`src/rtl/spi_cmd_pkg.sv`:
```
// Shared command definitions for the SPI command path: opcode constants,
// decoder state encoding and the opcode -> payload length lookup.
package spi_cmd_pkg;

  localparam int unsigned MAX_PAYLOAD = 4;
  localparam int unsigned LEN_W       = $clog2(MAX_PAYLOAD + 1);

  localparam logic [7:0] OP_NOP         = 8'h00;
  localparam logic [7:0] OP_INPUT_FIRE  = 8'h01;
  localparam logic [7:0] OP_STEP        = 8'h02;
  localparam logic [7:0] OP_CFG_WRITE   = 8'h04;
  localparam logic [7:0] OP_CLEAR       = 8'h08;
  localparam logic [7:0] OP_READ_METRIC = 8'h10;

  typedef enum logic [1:0] {
    IDLE    = 2'd0,
    PAYLOAD = 2'd1,
    EMIT    = 2'd2
  } cmd_state_t;

  typedef struct packed {
    logic             valid;
    logic [LEN_W-1:0] len;
  } op_info_t;

  // Payload length for an opcode; valid=0 marks an unknown opcode.
  function automatic op_info_t op_len(input logic [7:0] op);
    op_info_t info;
    info.valid = 1'b1;
    info.len   = '0;
    case (op)
      OP_NOP:         info.len = LEN_W'(0);
      OP_INPUT_FIRE:  info.len = LEN_W'(2);
      OP_STEP:        info.len = LEN_W'(1);
      OP_CFG_WRITE:   info.len = LEN_W'(4);
      OP_CLEAR:       info.len = LEN_W'(0);
      OP_READ_METRIC: info.len = LEN_W'(1);
      default:        info.valid = 1'b0;
    endcase
    return info;
  endfunction

endpackage

```
`src/rtl/spi_cmd_decoder_sat_counter.sv`:
```
// Saturating up-counter with synchronous active-high clear.
// Ports: clk, reset (sync, active-high), inc (count one event), count (registered value).
module spi_cmd_decoder_sat_counter #(
  parameter int unsigned W = 8
) (
  input  logic         clk,
  input  logic         reset,
  input  logic         inc,
  output logic [W-1:0] count
);

  // Hold at all-ones instead of wrapping.
  always_ff @(posedge clk) begin
    if (reset) begin
      count <= '0;
    end else if (inc && (count != {W{1'b1}})) begin
      count <= count + W'(1);
    end
  end

endmodule

```
`src/rtl/spi_cmd_decoder.sv`:
```
// Frames the SPI slave's received byte stream into opcode + payload commands
// and hands one complete command per cmd_vld/cmd_rdy handshake to core control.
// Unknown opcodes are dropped and counted in err_count (saturating at 255).
// Optional: define SPI_CMD_TIMEOUT_EN to abort partial packets after
// TIMEOUT_CYCLES cycles in PAYLOAD without an accepted byte.
// Ports:
//   clk, reset           - core clock, synchronous active-high reset
//   in_data/in_vld/in_rdy - byte stream from the SPI slave
//   cmd_op/cmd_len/cmd_payload/cmd_vld/cmd_rdy - command output handshake
//   busy                 - a packet is partially assembled
//   err_count            - discarded opcodes plus aborted packets
module spi_cmd_decoder #(
  parameter int unsigned WIDTH          = 8,
  parameter int unsigned MAX_PAYLOAD    = spi_cmd_pkg::MAX_PAYLOAD
`ifdef SPI_CMD_TIMEOUT_EN
  ,
  parameter int unsigned TIMEOUT_CYCLES = 1024
`endif
) (
  input  logic                             clk,
  input  logic                             reset,
  input  logic [WIDTH-1:0]                 in_data,
  input  logic                             in_vld,
  output logic                             in_rdy,
  output logic [WIDTH-1:0]                 cmd_op,
  output logic [$clog2(MAX_PAYLOAD+1)-1:0] cmd_len,
  output logic [MAX_PAYLOAD*WIDTH-1:0]     cmd_payload,
  output logic                             cmd_vld,
  input  logic                             cmd_rdy,
  output logic                             busy,
  output logic [7:0]                       err_count
);

  import spi_cmd_pkg::*;

  localparam int unsigned LW = $clog2(MAX_PAYLOAD + 1);
  localparam int unsigned PW = MAX_PAYLOAD * WIDTH;

  cmd_state_t       state, state_nxt;
  logic [WIDTH-1:0] op_nxt;
  logic [LW-1:0]    len_nxt;
  logic [PW-1:0]    payload_nxt;
  logic [LW-1:0]    remaining, remaining_nxt;
  logic             accept;
  logic             err_inc;
  op_info_t         info;

`ifdef SPI_CMD_TIMEOUT_EN
  localparam int unsigned IW = $clog2(TIMEOUT_CYCLES + 1);
  logic [IW-1:0] idle_cnt, idle_cnt_nxt;
`endif

  // in_rdy is a registered copy of "state is not EMIT", so it matches state.
  assign accept = in_vld && in_rdy;

  // Next-state and datapath update.
  always_comb begin
    state_nxt     = state;
    op_nxt        = cmd_op;
    len_nxt       = cmd_len;
    payload_nxt   = cmd_payload;
    remaining_nxt = remaining;
    err_inc       = 1'b0;
    info          = op_len(8'(in_data));
`ifdef SPI_CMD_TIMEOUT_EN
    idle_cnt_nxt  = '0;
`endif
    case (state)
      IDLE: begin
        if (accept) begin
          if (!info.valid) begin
            err_inc = 1'b1;
          end else begin
            op_nxt        = in_data;
            len_nxt       = LW'(info.len);
            remaining_nxt = LW'(info.len);
            payload_nxt   = '0;
            state_nxt     = (info.len == '0) ? EMIT : PAYLOAD;
          end
        end
      end
      PAYLOAD: begin
        if (accept) begin
          payload_nxt   = {cmd_payload[PW-WIDTH-1:0], in_data};
          remaining_nxt = remaining - LW'(1);
          if (remaining == LW'(1)) begin
            state_nxt = EMIT;
          end
        end
`ifdef SPI_CMD_TIMEOUT_EN
        // Stalled sender: drop the partial packet and count it.
        else if (idle_cnt == IW'(TIMEOUT_CYCLES - 1)) begin
          state_nxt = IDLE;
          err_inc   = 1'b1;
        end else begin
          idle_cnt_nxt = idle_cnt + IW'(1);
        end
`endif
      end
      EMIT: begin
        if (cmd_rdy) begin
          state_nxt = IDLE;
        end
      end
      default: state_nxt = IDLE;
    endcase
  end

  // State, command registers and handshake flags derived from next state.
  always_ff @(posedge clk) begin
    if (reset) begin
      state       <= IDLE;
      cmd_op      <= '0;
      cmd_len     <= '0;
      cmd_payload <= '0;
      remaining   <= '0;
      in_rdy      <= 1'b1;
      cmd_vld     <= 1'b0;
      busy        <= 1'b0;
    end else begin
      state       <= state_nxt;
      cmd_op      <= op_nxt;
      cmd_len     <= len_nxt;
      cmd_payload <= payload_nxt;
      remaining   <= remaining_nxt;
      in_rdy      <= (state_nxt != EMIT);
      cmd_vld     <= (state_nxt == EMIT);
      busy        <= (state_nxt == PAYLOAD);
    end
  end

`ifdef SPI_CMD_TIMEOUT_EN
  // Idle cycle counter, only advances in PAYLOAD without an accept.
  always_ff @(posedge clk) begin
    if (reset) begin
      idle_cnt <= '0;
    end else begin
      idle_cnt <= idle_cnt_nxt;
    end
  end
`endif

  spi_cmd_decoder_sat_counter #(.W(8)) u_err_cnt (
    .clk   (clk),
    .reset (reset),
    .inc   (err_inc),
    .count (err_count)
  );

endmodule

```
`config.mk`:
```
export PLATFORM = sky130hd
export DESIGN_NAME = spi_cmd_decoder
export DESIGN_NICKNAME = d
export VERILOG_FILES = /design/src/rtl/spi_cmd_pkg.sv /design/src/rtl/spi_cmd_decoder_sat_counter.sv /design/src/rtl/spi_cmd_decoder.sv
export SDC_FILE = /design/constraint.sdc
export NUM_CORES = 1
export LEC_CHECK = 0
export BUFFER_PORTS_ARGS = -buffer_cell sky130_fd_sc_hd__buf_2
export CORE_UTILIZATION = 40
export CTS_BUF_LIST = sky130_fd_sc_hd__clkbuf_4
export DETAILED_ROUTE_END_ITERATION = 8
export PLACE_DENSITY = 0.6
export SLEW_MARGIN = 20
export SYNTH_ARGS = -nofsm -noshare
export SYNTH_HDL_FRONTEND = slang
export SYNTH_SLANG_ARGS = --single-unit
```
`constraint.sdc`:
```
create_clock -name clk -period 5.2 [get_ports clk]
set_clock_uncertainty 0.05 [all_clocks]
set_input_delay 0.26 -clock clk [delete_from_list [all_inputs] [get_ports clk]]
set_output_delay 0.26 -clock clk [all_outputs]
set_load 0.02 [all_outputs]
```
## Word level (Yosys, flattened, before mapping)

Index checks and enable logic that the tools add are counted.

- $add $sub $neg: 2
- Equality and inequality tests: 15
- Muxes and demuxes: 20
- Reduce and logical (&&, ||, !) cells: 10

Operator list:

| operator | number |
|---|---|
| 32-bit two-way mux | 3 |
| 32-bit one-hot mux with 2 select lines | 1 |
| 2-bit two-way mux | 6 |
| 3-bit two-way mux | 3 |
| 3-bit one-hot mux with 3 select lines | 1 |
| 8-bit by 1-bit adder with 8-bit output, second input constant | 1 |
| 8-bit by 1-bit == test with 1-bit output, second input constant | 1 |
| 8-bit by 2-bit == test with 1-bit output, second input constant | 1 |
| 8-bit by 3-bit == test with 1-bit output, second input constant | 1 |
| 8-bit by 4-bit == test with 1-bit output, second input constant | 1 |
| 8-bit by 5-bit == test with 1-bit output, second input constant | 1 |
| 8-bit logical NOT | 1 |
| 2-bit != test, second input constant | 4 |
| 8-bit != test, second input constant | 1 |
| 2-bit one-hot mux with 3 select lines | 1 |
| 3-bit one-hot mux with 2 select lines | 1 |
| 6-bit OR reduction | 1 |
| 2-bit by 1-bit == test with 1-bit output, second input constant | 2 |
| 2-bit == test, second input constant | 2 |
| 1-bit two-way mux | 4 |
| 4-bit AND reduction | 1 |
| 3-bit by 1-bit == test with 1-bit output, second input constant | 1 |
| 3-bit logical NOT | 1 |
| 3-bit AND reduction | 1 |
| 5 further kinds | 6 |

- Flip-flop bits (word level): 59
- Input port bits: 12
- Output and inout port bits: 54
- Word-level logic and storage cells: 56

## Longest topological paths before layout

Gate-level depths: netlist of run 1.

- Word-level depth: 9
- Mapped depth: 7
- Mapped depth without buffers: 6

## Hierarchy

A second synthesis of run 1 with hierarchy kept.

- Cell total of the unflattened synthesis: 285
- Area, all modules: 2476.1 um2

By module, submodules not included:

| module | instances | cells each | area an instance (um2) | sequential area each (um2) |
|---|---|---|---|---|
| spi_cmd_decoder | 1 | 239 | 2045.7 | 1021.0 |
| spi_cmd_decoder_sat_counter | 1 | 46 | 430.4 | 160.2 |

## Least setup slack after synthesis of run 1

No wires, ideal clock.

- Path type: reg2reg
- Start point: register in_rdy
- End point: register cmd_len[2]
- Setup time: 0.070 ns
- Data arrival time: 1.797 ns
- Setup slack: 3.283 ns
- Stages on the path, launching flop included: 6
- Path buffers: 1
- Period minus slack after synthesis: 1.917 ns
- Path through: dfxtp_1 nor4bb_1 buf_2 o2111ai_2 or4_1 a21oi_1

- Word-level cells in the longest chain between the ends: 2

RTL lines:

| item | RTL line | text |
|---|---|---|
| start, declared | spi_cmd_decoder.sv:24 | `output logic in_rdy,` |
| start signal, assigned | spi_cmd_decoder.sv:126 | `in_rdy <= (state_nxt != EMIT);` |
| 1-bit logical AND | spi_cmd_decoder.sv:54 | `assign accept = in_vld && in_rdy;` |
| 3-bit AND reduction (no source line) | - |  |
| end signal, assigned | spi_cmd_decoder.sv:123 | `cmd_len <= len_nxt;` |
| end, declared | spi_cmd_decoder.sv:26 | `output logic [$clog2(MAX_PAYLOAD+1)-1:0] cmd_len,` |

Every way passes these cells.
A chain may end at the register's enable or synchronous reset.

## Final worst setup path of run 1

Ends and elaborated chain as after synthesis.

==> impl_metrics.csv, run 1 <==
group,metric,value,unit
clock_tree,cts_root_buf,"clkbuf_4",
setup_path,critPathSlowestCell,"or4_1",
sta,fmax,435,MHz
place,dp_cells,406,
logic_synthesis,synth_enable_flop_cells,0,
logic_synthesis,synth_compound_area_share,22.5,%
route,drt_iter0_markers,105,
grt,grt_start_max_net_pins,38,
logic_synthesis,ys_types,51,
cells_and_area,final_nets,357,
logic_synthesis,syn_inst,286,
logic_synthesis,syn-num-nets,301,
cells_and_area,diodes,0,
sta,final.period_utilization,44.2,%
clock_tree,clock_sinks,59,
power_and_ir_drop,powerDensity,261,nW/um2
floorplan,die_h,81.4,um
min_path,min_path_type,"in2reg",
sta,period_needed,2300,ps
clock_tree,cts_hold_buffers,0,
route,dr_total_vias,2288,
floorplan,fp-row-count,28,
setup_path,crit_type,"reg2reg",
logic_synthesis,synth_top_family_by_area,"compound AO/OA/AOI/OAI gates",
route,drc_errors,0,
job,maxCapViolations,0,
grt,grt_antenna_before_repair,0,
logic_synthesis,synthMuxAreaShare,1.24,%
grt,grt_pass1_vias,1996,
logic_synthesis,synth-seq-area-share,46.8,%
logic_synthesis,post-synth-top-area-cell,"dfxtp_1",
route,drt_pass1_iterations,4,
logic_synthesis,synth_area_leaders,"dfxtp_1, nand2_1, o32ai_1, a21oi_1, o21ai_0",
setup_path,critPathRequiredTime,5470,ps
clock_tree,cts_tree,"done",
setup_path,crit_family,"simple AND/OR/NAND/NOR gates",
clock_tree,cts_inserted_buffers,9,
setup_path,crit_path_end_kind,"flip-flop",
sta,max_slew.worst_pin.slew,912,ps
power_and_ir_drop,power.leakage,1.19,nW
cells_and_area,area_delta_synth_final,17.2,%
sta,slew_violations,0,
floorplan,die_w,81.4,um
logic_synthesis,synth.most_common_cell,"dfxtp_1",
floorplan,initial_core_util,42.1,%
sta,rsz0062_at_grt,"false",
logic_synthesis,synth_common_cells,"dfxtp_1, nand2_1, a21oi_1",
logic_synthesis,synthArstFlopShare,0,%
cells_and_area,layout-drive-gt1-share,24.8,%
logic_synthesis,synth-simple-area-share,20.4,%
logic_synthesis,syn_area,2520,um2
clock_tree,cts_resized,0,
route,vias_per_cell,5.42,
route,totalWireLength,6070,um
setup_path,max_stage_delay,690,ps
place,dp_hpwl,4150,um
logic_synthesis,ys.flop_type,"dfxtp_1",
setup_path,critPathArrivalTime,2570,ps
floorplan,fp.dieArea,6630,um2
logic_synthesis,syn_area_per_cell,8.82,um2
clock_tree,cts_max_level,3,
grt,grt_pass1_wl,9690,um
sta,tns,0,ps
logic_synthesis,synth-seq-cells,59,
sta,setup_viol,0,
setup_path,startpoint_type,"flip-flop",
floorplan,design.core.area,5990,um2
grt,grt_overflow_total,0,
setup_path,worst-path-buf-inv,1,
clock_tree,post_cts_buffers,0,
cells_and_area,stdcell_count,422,
place,gp_congestion,0.799,
place,io_buffers,65,
cells_and_area,fillers,597,
clock_tree,clk_latency,390,ps
route,wire_per_inst,14.4,um
floorplan,ios,66,
logic_synthesis,synth_xor_area_share,0.694,%
clock_tree,clock_path_buffers,2,
logic_synthesis,synthAdderAreaFrac,1.49,%
setup_path,path_cells,"nor4bb_1, buf_4, o2111ai_2, or4_1, a21oi_1",
power_and_ir_drop,peakVddDrop,0.130,mV
sta,relSlewSlack,38.8,%
clock_tree,clk_pin_slew_worst_paths,90,ps
run_status,status,"completed",
sta,hold_violations,0,
setup_path,worstPathMaxFanout,16,
route,ant_nets,0,
grt,grt_usage,19.5,%
logic_synthesis,synth_top_area_share,46.8,%
logic_synthesis,yosys_warnings,0,
## power by group
part | internal, mW | switching (mW) | total, mW | leakage (nW)
registers | 0.454 | 0.00257 | 0.457 | 0.476
logic | 0.0157 | 0.0361 | 0.0518 | 0.655
clock network | 0.0986 | 0.165 | 0.263 | 0.0573
## sequential cells by signal (all words and copies together), names as in the netlist
signal	flops
cmd_payload	32
cmd_op	8
u_err_cnt.count	8
cmd_len	3
remaining	3
state	2
busy	1
cmd_vld	1
in_rdy	1
## cell type report
cell class / count / area (um2) / share of cell area [%]
tap: 75 / 93.8 / 3.18
timing repair buffer: 67 / 340 / 11.5
clock inverter: 6 / 32.5 / 1.10
sequential: 59 / 1180 / 40.0
inverter: 17 / 63.8 / 2.16
multi-input combinational: 188 / 1170 / 39.5
clock buffer: 10 / 75.1 / 2.54
## cells by family (layout without fill, tap and decap cells)
group,Yosys count,in the layout
and+or+nand+nor,99,99
AOI/OAI and AO/OA,81,81
DFF,59,59
buffers and inverters,39,100
adders and majority gates,3,3
muxes,3,3
xor gates and xnor gates,2,2
## worst paths after layout
| path | cells past startpoint | endpoint | slack, ps | start |
|---|---|---|---|---|
| min reg2reg | 2 | cmd_op[2] | 410 | cmd_op[2] |
| max | 5 | cmd_len[2] | 2900 | in_rdy |
| max reg2reg | 5 | cmd_len[2] | 2900 | in_rdy |
| min | 3 | cmd_payload[7] | 60 | in_data[7] |
## layout by cell type (no fill, tap or decap), types with 8 or more instances in the layout
| master | instances |
|---|---|
| a21oi_1 | 19 |
| nor2_1 | 8 |
| dfxtp_1 | 59 |
| clkbuf_4 | 10 |
| inv_1 | 16 |
| o22ai_1 | 11 |
| o21ai_0 | 16 |
| o32ai_1 | 11 |
| buf_2 | 65 |
| nand2_1 | 40 |
| nand3_1 | 14 |
## worst register-to-register path, stage by stage (launching register included)
cell and delay (ps):
dfxtp_1 400, nor4bb_1 310, buf_4 220, o2111ai_2 440, or4_1 690, a21oi_1 130
## through the flow
| stage | utilization, % | cell area [um2] | hold WS, ps | power [mW] | setup slack, ps |
|---|---|---|---|---|---|
| after floorplan | - | 2520 | 340 | 0.504 | 3280 |
| after global placement | 47.5 | 2850 | 391 | 0.519 | 2740 |
| after detailed placement | 47.5 | 2850 | 393 | 0.519 | 2680 |
| after CTS | 49.3 | 2960 | 32.1 | 0.784 | 2880 |
| after global routing | 49.3 | 2960 | 88.4 | 0.807 | 2750 |
| final | 49.3 | 2960 | 62.6 | 0.772 | 2900 |
## routing by layer
metal / GRT usage, % / wire [um]
met1: 24.7 / 2920
met2: 30.9 / 2770
met3: 6.22 / 314
met4: 7.32 / 65
met5: 0 / 0
Power figures use the tool's default switching activity.
==> run 2, diff against run 1 <==
--- a/config.mk
+++ b/config.mk
@@ -5,11 +5,12 @@
 export SDC_FILE = /design/constraint.sdc
 export NUM_CORES = 1
 export LEC_CHECK = 0
+export ABC_AREA = 1
 export BUFFER_PORTS_ARGS = -buffer_cell sky130_fd_sc_hd__buf_2
 export CORE_UTILIZATION = 40
 export CTS_BUF_LIST = sky130_fd_sc_hd__clkbuf_4
 export DETAILED_ROUTE_END_ITERATION = 8
-export PLACE_DENSITY = 0.6
+export PLACE_DENSITY = 0.61
 export SLEW_MARGIN = 20
 export SYNTH_ARGS = -nofsm -noshare
 export SYNTH_HDL_FRONTEND = slang
==> constraint.sdc (replaced) <==
create_clock -name clk -period 2.2 [get_ports clk]
set_clock_uncertainty 0.05 [all_clocks]
set_input_delay 0.11 -clock clk [delete_from_list [all_inputs] [get_ports clk]]
set_output_delay 0.11 -clock clk [all_outputs]
set_load 0.02 [all_outputs]
==> run 2 against run 1 <==
The run now ends with DRC left. Design area grew 3.1%. Core utilization grew 2.4 points. Non-clock buffer count grew 9. Sequential cell count is the same. Clock power grew to 3.3 times the previous value. Die area shrank 3.5%. Cell count grew 13%. Global-route usage shrank 1.2 points. Via count shrank 2.4%. Sequential power grew 140%. First-iteration DRC count shrank 19%. Critical path depth grew 7.
==> impl_metrics.csv, run 2 <==
group,metric,value,unit
place,io_buffers,65,
sta,relSlewSlack,75.4,%
logic_synthesis,post-synth-top-area-cell,"dfxtp_1",
route,route.met2.wl,2540,um
sta,rsz0062_at_grt,"false",
floorplan,initial_core_util,41.3,%
cells_and_area,post-route-util,51.8,%
sta,final.period_utilization,85.5,%
cells_and_area,layout_common_cells,"nand2_1, buf_2, dfxtp_1, a21oi_1, nor2_1",
cells_and_area,layout-drive-gt1-share,24.6,%
logic_synthesis,synth_top_area_share,48.6,%
logic_synthesis,syn_inst,323,
logic_synthesis,syn_area,2430,um2
floorplan,fp-row-count,28,
route,ant_nets,0,
cells_and_area,diodes,0,
power_and_ir_drop,power.leakage,1.35,nW
route,wl_met3,178,um
logic_synthesis,synth-seq-cells,59,
route,wl_met1,2780,um
logic_synthesis,synth-seq-area-share,48.6,%
sta,tns,0,ps
cells_and_area,final_nets,412,
route,drt_pass1_iterations,6,
clock_tree,post_cts_buffers,0,
setup_path,critPathArrivalTime,2110,ps
logic_synthesis,yosys_warnings,0,
route,drt_iter0_markers,85,
grt,grt_overflow_total,0,
run_status,status,"complete, but fails checks",
setup_path,reg2reg_depth,9,
route,vias_per_cell,4.68,
floorplan,ios,66,
clock_tree,clk_latency,380,ps
route,wire_per_inst,11.6,um
floorplan,fp.dieArea,6400,um2
clock_tree,cts_max_level,3,
logic_synthesis,synth_enable_flop_cells,0,
place,postPlaceCellArea,2810,um2
min_path,min_path_type,"in2reg",
setup_path,startpoint_type,"input port",
sta,hold_violations,0,
setup_path,crit_path_end_kind,"flip-flop",
logic_synthesis,synth_area_leaders,"dfxtp_1, nand2_1, a21oi_1, nor2_1, inv_1",
power_and_ir_drop,peakVddDrop,0.419,mV
floorplan,die_w,80.0,um
job,maxCapViolations,0,
route,drc_errors,1,
logic_synthesis,synth_common_cells,"nand2_1, dfxtp_1, a21oi_1",
power_and_ir_drop,powerDensity,682,nW/um2
clock_tree,cts_inserted_buffers,9,
grt,grt_pass1_wl,9070,um
cells_and_area,final_common_cell,"nand2_1",
clock_tree,cts_root_buf,"clkbuf_4",
sta,max_slew.worst_pin.slew,368,ps
clock_tree,clk_pin_slew_worst_paths,100,ps
cells_and_area,area_delta_synth_final,25.3,%
run_status,violations,"DRC",
place,dp_hpwl,3800,um
route,dr_total_vias,2232,
grt,grt_antenna_before_repair,0,
logic_synthesis,synthArstFlopShare,0,%
setup_path,worstPathMaxFanout,10,
place,gp_congestion,0.795,
cells_and_area,fin_area,3050,um2
cells_and_area,regMostFlops,"cmd_payload",
min_path,whs_path_depth,2,
route,top_layer_used,"met4",
sta,fmax,532,MHz
cells_and_area,largest_reg_flops,32,
logic_synthesis,ys.flop_type,"dfxtp_1",
sta,period_needed,1880,ps
power_and_ir_drop,total_power,2.08,mW
setup_path,crit_type,"in2reg",
floorplan,die_h,80.0,um
floorplan,design.core.area,5890,um2
grt,grt_pass1_vias,1998,
clock_tree,cts_tree,"done",
sta,setup_viol,0,
logic_synthesis,ys_types,26,
sta,slew_violations,0,
grt,grt_usage,18.4,%
clock_tree,clock_sinks,59,
setup_path,critPathRequiredTime,2430,ps
clock_tree,clock_path_buffers,2,
logic_synthesis,syn_area_per_cell,7.53,um2
logic_synthesis,synth.most_common_cell,"nand2_1",
logic_synthesis,syn-num-nets,338,
route,totalWireLength,5550,um
grt,grt_start_max_net_pins,36,
cells_and_area,top_regs,"cmd_payload (32), cmd_op (8), u_err_cnt.count (8)",
run 2: power by group:
group	internal [mW]	leakage (nW)	switching, mW
sequential	1.08	0.476	0.00688
clock	0.457	0.0796	0.420
combinational	0.0418	0.799	0.0761
run 2: layout make-up:
type                    instances  area (um2)
clock buffers                   9        67.6
clock inverters                 7        92.6
fillers                       617        2840
inverters                      21        78.8
multi-input cells             230        1100
flip-flops and latches         59        1180
well taps                      75        93.8
repair buffers                 76         428
run 2: worst paths after layout:
check	to	slack (ps)	start
max	cmd_op[0]	320	in_data[6]
min	cmd_op[6]	60	reset
max reg2reg	u_err_cnt.count[1]	480	u_err_cnt.count[0]
min reg2reg	cmd_op[5]	400	cmd_op[5]
run 2: per-stage QoR:
| stage | hold slack, ps | cells | setup WS, ps |
|---|---|---|---|
| 2_1_floorplan | 195 | 323 | 546 |
| 3_3_place_gp | 331 | 453 | 478 |
| 3_5_place_dp | 342 | 453 | 462 |
| 4_1_cts | 34.1 | 477 | 329 |
| 5_1_grt | 44.9 | 477 | 177 |
| 6_report | 57.2 | 477 | 320 |
run 2: cells by family (layout without fill, tap and decap cells):
family,after synthesis,count (layout),synth area share [%]
DFF,59,59,48.6
AOI/OAI and AO/OA,57,57,12.0
adders and majority gates,3,3,1.54
xor gates and xnor gates,6,6,2.16
buffers and inverters,34,113,6.22
and+or+nand+nor,164,164,29.5
run 2: repair_timing:
item,4_1_cts,5_1_grt
resized for setup,0,0
hold endpoints to repair,15,0
hold buffers,8,0
run 2: critical path: stages:
cell	delay (ps)
dlygate4sd3_1	530
buf_2	130
nor2_1	200
nand2_1	100
nor2_1	210
nor2_2	80
nand3_2	110
nand2_2	70
nor2_4	200
inv_2	150
nor2_1	150
nor2_1	70
run 2: layer usage:
layer / vias to the layer above / GRT usage [%]
met5: - / 0
met4: 0 / 8.57
met3: 6 / 4.34
met2: 47 / 27.7
met1: 985 / 24.6
li1: 1194 / -
